===== src/rtl/forth_stack_pkg.sv =====
// Shared definitions for the Forth core stacks: data width and the
// strobe-combination op codes used by the core, the stack and its bench.
package forth_stack_pkg;

   localparam int DW = 16;

   typedef enum logic [2:0] {
      OP_HOLD      = 3'd0,
      OP_PUSH      = 3'd1,
      OP_POP       = 3'd2,
      OP_POP_PUSH  = 3'd3,
      OP_POP2      = 3'd4,
      OP_POP2_PUSH = 3'd5
   } stack_op_e;

   // pop2 dominates pop when both strobes are high.
   function automatic stack_op_e decode_op(input logic pop, input logic pop2, input logic push);
      stack_op_e op;
      if (pop2) begin
         op = push ? OP_POP2_PUSH : OP_POP2;
      end else if (pop) begin
         op = push ? OP_POP_PUSH : OP_POP;
      end else begin
         op = push ? OP_PUSH : OP_HOLD;
      end
      return op;
   endfunction

endpackage


===== src/rtl/forth_stack_ram.sv =====
// Spill array below the cached TOS/NOS: DEPTH-2 words, one write port,
// two asynchronous read ports; out-of-range reads return 0.
module forth_stack_ram
   import forth_stack_pkg::*;
#(
   parameter int DEPTH = 16,
   parameter int AW    = 5
) (
   input  logic          clk,
   input  logic          reset,
   input  logic          we,
   input  logic [AW-1:0] waddr,
   input  logic [DW-1:0] wdata,
   input  logic [AW-1:0] raddr_a,
   output logic [DW-1:0] rdata_a,
   input  logic [AW-1:0] raddr_b,
   output logic [DW-1:0] rdata_b
);

   localparam int N = DEPTH - 2;

   logic [DW-1:0] mem_q [N];

   // Storage update: cleared on reset, single write otherwise.
   always_ff @(posedge clk) begin
      if (reset) begin
         for (int i = 0; i < N; i++) begin
            mem_q[i] <= '0;
         end
      end else begin
         for (int i = 0; i < N; i++) begin
            if (we && (waddr == AW'(i))) begin
               mem_q[i] <= wdata;
            end else begin
               mem_q[i] <= mem_q[i];
            end
         end
      end
   end

   // Read muxes; an address matching no entry yields 0.
   always_comb begin
      rdata_a = '0;
      rdata_b = '0;
      for (int i = 0; i < N; i++) begin
         rdata_a = (raddr_a == AW'(i)) ? mem_q[i] : rdata_a;
         rdata_b = (raddr_b == AW'(i)) ? mem_q[i] : rdata_b;
      end
   end

endmodule


===== src/rtl/forth_stack.sv =====
// Hardware LIFO for the Forth core: TOS/NOS cached in registers, deeper
// entries spilled to forth_stack_ram, sticky overflow/underflow flags.
module forth_stack
   import forth_stack_pkg::*;
#(
   parameter int DEPTH = 16,
   parameter int CW    = 5
) (
   input  logic          clk,
   input  logic          reset,
   input  logic          pop,
   input  logic          pop2,
   output logic [DW-1:0] first,
   output logic [DW-1:0] second,
   input  logic          push,
   input  logic [DW-1:0] value,
   output logic [CW-1:0] count,
   output logic          full,
   output logic          empty,
   output logic          overflow,
   output logic          underflow
);

   localparam logic [CW-1:0] DEPTH_C = CW'(DEPTH);
   localparam logic [CW-1:0] ONE_C   = CW'(1);
   localparam logic [CW-1:0] TWO_C   = CW'(2);

   logic [DW-1:0] tos_q, tos_d, nos_q, nos_d;
   logic [CW-1:0] count_q, count_d;
   logic          full_q, full_d, empty_q, empty_d;
   logic          ovf_q, ovf_d, unf_q, unf_d;
   logic [CW-1:0] sp_s;
   logic [DW-1:0] rd_a_s, rd_b_s, fill1_s, fill2_s;
   logic          we_s, under_s;
   stack_op_e     op_s;

   assign sp_s    = (count_q >= TWO_C) ? (count_q - TWO_C) : '0;
   assign fill1_s = (sp_s >= ONE_C) ? rd_a_s : '0;
   assign fill2_s = (sp_s >= TWO_C) ? rd_b_s : '0;
   assign op_s    = decode_op(pop, pop2, push);
   assign under_s = pop2 ? (count_q < TWO_C) : (pop && (count_q == '0));

   forth_stack_ram #(.DEPTH(DEPTH), .AW(CW)) u_ram (
      .clk     (clk),
      .reset   (reset),
      .we      (we_s),
      .waddr   (sp_s),
      .wdata   (nos_q),
      .raddr_a (sp_s - ONE_C),
      .rdata_a (rd_a_s),
      .raddr_b (sp_s - TWO_C),
      .rdata_b (rd_b_s)
   );

   // Next-state for the cached top, count and flags.
   always_comb begin
      tos_d   = tos_q;
      nos_d   = nos_q;
      count_d = count_q;
      ovf_d   = ovf_q;
      unf_d   = unf_q;
      we_s    = 1'b0;
      if (under_s) begin
         // Stack drains to empty, then any push lands on it.
         unf_d   = 1'b1;
         tos_d   = push ? value : '0;
         nos_d   = '0;
         count_d = push ? ONE_C : '0;
      end else begin
         case (op_s)
            OP_HOLD: begin
               tos_d = tos_q;
            end
            OP_PUSH: begin
               if (count_q == DEPTH_C) begin
                  ovf_d = 1'b1;
               end else begin
                  we_s    = (count_q >= TWO_C);
                  nos_d   = tos_q;
                  tos_d   = value;
                  count_d = count_q + ONE_C;
               end
            end
            OP_POP: begin
               tos_d   = nos_q;
               nos_d   = fill1_s;
               count_d = count_q - ONE_C;
            end
            OP_POP_PUSH: begin
               tos_d = value;
            end
            OP_POP2: begin
               tos_d   = fill1_s;
               nos_d   = fill2_s;
               count_d = count_q - TWO_C;
            end
            OP_POP2_PUSH: begin
               tos_d   = value;
               nos_d   = fill1_s;
               count_d = count_q - ONE_C;
            end
            default: begin
               tos_d = tos_q;
            end
         endcase
      end
      full_d  = (count_d == DEPTH_C);
      empty_d = (count_d == '0);
   end

   // State registers with synchronous reset.
   always_ff @(posedge clk) begin
      if (reset) begin
         tos_q   <= '0;
         nos_q   <= '0;
         count_q <= '0;
         full_q  <= 1'b0;
         empty_q <= 1'b1;
         ovf_q   <= 1'b0;
         unf_q   <= 1'b0;
      end else begin
         tos_q   <= tos_d;
         nos_q   <= nos_d;
         count_q <= count_d;
         full_q  <= full_d;
         empty_q <= empty_d;
         ovf_q   <= ovf_d;
         unf_q   <= unf_d;
      end
   end

   assign first     = tos_q;
   assign second    = nos_q;
   assign count     = count_q;
   assign full      = full_q;
   assign empty     = empty_q;
   assign overflow  = ovf_q;
   assign underflow = unf_q;

endmodule


===== config.mk =====
export PLATFORM = sky130hd
export DESIGN_NAME = forth_stack
export DESIGN_NICKNAME = d
export VERILOG_FILES = /design/src/rtl/forth_stack_pkg.sv /design/src/rtl/forth_stack_ram.sv /design/src/rtl/forth_stack.sv
export SDC_FILE = /design/constraint.sdc
export NUM_CORES = 1
export LEC_CHECK = 0
export CAP_MARGIN = 20
export CORE_MARGIN = 2
export CORE_UTILIZATION = 35
export CTS_CLUSTER_SIZE = 14
export DETAILED_ROUTE_END_ITERATION = 8
export PLACE_DENSITY = 0.59
export SYNTH_ARGS = -nofsm -noshare
export SYNTH_HDL_FRONTEND = slang
export SYNTH_SLANG_ARGS = --single-unit

===== constraint.sdc =====
create_clock -name clk -period 3.85 [get_ports clk]
set_input_delay 0.9625 -clock clk [delete_from_list [all_inputs] [get_ports clk]]
set_output_delay 0.9625 -clock clk [all_outputs]
set_load 0.005 [all_outputs]

==> metrics.yaml <==
synth.yosys.seq_area_share_pct: 51.3
via_count_of_the_first_global_routing_pass: 13042
synth_area_leaders: "sky130_fd_sc_hd__edfxtp_1 46%, sky130_fd_sc_hd__nor2b_1 7.1%, sky130_fd_sc_hd__dfxtp_1 5.6%"
yosys_warnings: 0
required_time_at_the_worst_slack_endpoint_ns: 4.37
cts_root_buffer: "sky130_fd_sc_hd__clkbuf_16"
yosysTopAreaCell: "sky130_fd_sc_hd__edfxtp_1"
standard_cell_row_count: 75
critPathMaxFanout: 8
worst_hold_startpoint: "underflow"
max_slew.worst_pin.slew_ns: 0.997
r2r.worst_path.cells: 14
finalMaxSlewViolations: 0
worst_skew_pair.late_latency_ns: 0.61
synthesis.instances: 1420
whs_endpoint: "underflow"
power.share.sequential_pct: 31.0
syn-num-nets: 1450
yosysMostFrequentCell: "sky130_fd_sc_hd__edfxtp_1"
tritoncts_num_sinks: 265
max_cap_violations: 0
grt_max_degree: 80
worst_path_max_delay_cell: "sky130_fd_sc_hd__a221oi_1"
worst_setup_path_end_kind: "flip-flop"
yosysTopAreaCellShare_pct: 45.7
post-route-min-period_ns: 3.79
hpwl_mm: 46.2
regArea_sq_um: 7550
p_switching_mw: 4.68
post_route_cells_drive_above_1_share_pct: 17.5
vias: 13269
overflow: 0
synth_ff_type: "sky130_fd_sc_hd__edfxtp_1"
post-place-cells: 2049
grt_pass1_wl_mm: 92.0
pwr-share-clk_pct: 26.2
clock-skew-final_ns: 0.0262
whs_path_depth: 2
r2r-start: "count[0]"
leakage_nw: 6.42
gp_routability_congestion: 0.999
syn_area_sq_um: 14700
hold_path.class: "reg -> reg"
worstSetupPathType: "reg -> reg"
drtAntennaViolNets: 0
route.detailed.vias_per_inst: 6.30
place.port_buffers: 61
r2r_setup_slack_ns: 0.06
clk_pin_slew_worst_paths_ns: 0.06
die_area_sq_um: 43700
p_sw_share_pct: 39.6
floorplan.io_pins: 62
grt_use_total_pct: 29.1
area_growth_syn_to_layout_pct: 21.7
rsz0062_at_grt: "no"
diodes: 0
nets: 1573
p_int_mw: 7.13
crit_path_cell_trace: "inv_1 > ha_1 > nor2b_1 > or3_1 > nand2b_1 > ha_1 > buf_4 > xor2_4 > buf_4 > nand2b_1 > a31o_2 > a221oi_1 > o31ai_1 > a31oi_1"
post_drt_wl_per_cell_um: 30.5
ys_async_sr_fraction_pct: 0
synth_common_cells: "224 x sky130_fd_sc_hd__edfxtp_1, 168 x sky130_fd_sc_hd__nor2b_1, 107 x sky130_fd_sc_hd__nor2_1, 101 x sky130_fd_sc_hd__nand2_1, 85 x sky130_fd_sc_hd__clkbuf_1"
timing.critical_path.arrival_ns: 4.31
util_after_layout_pct: 42.9
synth_enable_flop_cells: 224
postCtsSetupBuffers: 0
area_occupied_by_multi_input_gates_sq_um: 6700
max_slew_margin_pct: 33.1
floorplan.die.height_um: 209
synth.avg_cell_area_sq_um: 10.4
antenna_found_initial: 1
totalWireLength_mm: 64.3
drc: 0
tritoncts: "built"
numCtsBuffers: 31
filler_free_cell_count_of_the_finished_design: 2107
vdd_drop_max_uv: 381
crit-reg2reg-capture: "second[15]"
initial_core_util_pct: 35.3
combinationalPowerShare_pct: 42.8
htreeDepth: 1
synth.lib_cells_used.distinct: 85
timing.final.crit_share_pct: 98.4
startpoint_type: "flip-flop"
outcome: "finished, final reports clean"
nFillCells: 4000
critical_path.max_stage_delay_ns: 0.68
placeable_area_sq_um: 41700
fp.dieW_um: 209
setup_viol: 0
first_drt_iteration_drcs: 1726
finalHoldViolations: 0
power-per-cell-area_nw_per_um2: 660
postSynthRegisterBits: 265
max_clock_freq_ghz: 0.264
ctsLongestPathBuffers: 3
drtPass1Iterations: 6
cell families after synthesis:
logic type / synth area share, %
AOI/OAI and AO/OA: 19.9
xor gates and xnor gates: 1.01
adders and majority gates: 0.766
buffers and inverters: 3.91
DFF: 51.3
muxes: 3.39
and+or+nand+nor: 19.7
registers in the layout, indices dropped and copies added (netlist names):
register     flops
full             1
u_ram.mem_q    224
second          16
underflow        1
empty            1
overflow         1
first           16
count            5
worst max path at each step:
stage / from / endpoint / slack [ns] / cells after the start
2_1_floorplan: count[0] / first[9] / -0.008 / 19
3_5_place_dp: count[0] / first[7] / -0.004 / 15
4_1_cts: count[0] / second[14] / 0.02 / 16
6_report: count[0] / second[15] / 0.06 / 14
3_3_place_gp: count[0] / first[14] / -0.02 / 16
5_1_grt: count[0] / second[11] / 0.02 / 15
through the flow:
step | TNS [ns] | power [mW] | cell area [sq um] | hold WS, ns | setup WS, ns
3_5_place_dp | -0.00411 | 8.53 | 16800 | 0.462 | -0.00411
2_1_floorplan | -0.00800 | 6.21 | 14700 | 0.464 | -0.00800
5_1_grt | 0 | 12.2 | 17900 | 0.496 | 0.0158
4_1_cts | 0 | 11.6 | 17800 | 0.475 | 0.0222
6_report | 0 | 11.8 | 17900 | 0.469 | 0.0629
3_3_place_gp | -0.0228 | 8.54 | 16800 | 0.449 | -0.0228
final cells by class:
class                   instances  share of cell area (%)
repair buffers                212                    10.3
inverters                      14                   0.301
well taps                     539                    3.77
clock inverters                18                    1.19
flip-flops and latches        265                    42.2
clock buffers                  40                    4.79
multi-input cells            1019                    37.5
layer usage:
metal | vias up | track usage [%] | share of wire, %
li1 | 5705 | - | -
met1 | 6661 | 37.7 | 40
met2 | 727 | 47.3 | 46
met3 | 176 | 3.92 | 7.4
met4 | 0 | 15.7 | 6.2
met5 | - | 0 | 0
placed cells by master, fill, tap and decap left out, types with 13 or more instances in the layout:
master and instances:
sky130_fd_sc_hd__a222oi_1 25, sky130_fd_sc_hd__a31oi_1 26, sky130_fd_sc_hd__nand4_1 18, sky130_fd_sc_hd__nand2_1 101
sky130_fd_sc_hd__a221o_1 23, sky130_fd_sc_hd__a221oi_1 21, sky130_fd_sc_hd__o221ai_1 13, sky130_fd_sc_hd__mux2i_1 16
sky130_fd_sc_hd__nor2b_1 168, sky130_fd_sc_hd__edfxtp_1 224, sky130_fd_sc_hd__o22ai_1 32, sky130_fd_sc_hd__nor2_1 103
sky130_fd_sc_hd__nor3_1 25, sky130_fd_sc_hd__o21ai_0 64, sky130_fd_sc_hd__mux2_2 17, sky130_fd_sc_hd__buf_4 142
sky130_fd_sc_hd__a22oi_1 24, sky130_fd_sc_hd__nand3_1 44, sky130_fd_sc_hd__a21oi_1 63, sky130_fd_sc_hd__dfxtp_1 39
sky130_fd_sc_hd__clkbuf_16 31, sky130_fd_sc_hd__and3_1 25, sky130_fd_sc_hd__inv_1 13, sky130_fd_sc_hd__a22o_1 13
sky130_fd_sc_hd__clkdlybuf4s50_1 60
worst max-delay path, delay by kind of cell, from the launching register on:
kind            cells  cell delay [ns]
simple gates        4             0.88
compound gates      4             1.37
fa+ha+maj           2             0.40
flops               1             0.33
buf+inv             3             0.45
xor+xnor            1             0.30
timing repair:
item | 4_1_cts | 5_1_grt
pin swaps | 0 | 4
resized for setup | 2 | 14
hold buffers | 0 | 0
endpoints found under the setup margin | 2 | 20
power by group through the flow:
stage	Clock (mW)	Sequential, mW	Combinational (mW)
final	3.10	3.66	5.05
after global routing	3.22	3.68	5.26
after global placement	0	3.71	4.83
after detailed placement	0	3.71	4.82
after floorplan	0	3.59	2.62
after CTS	3.13	3.65	4.86
(Power assumes the default switching activity.)
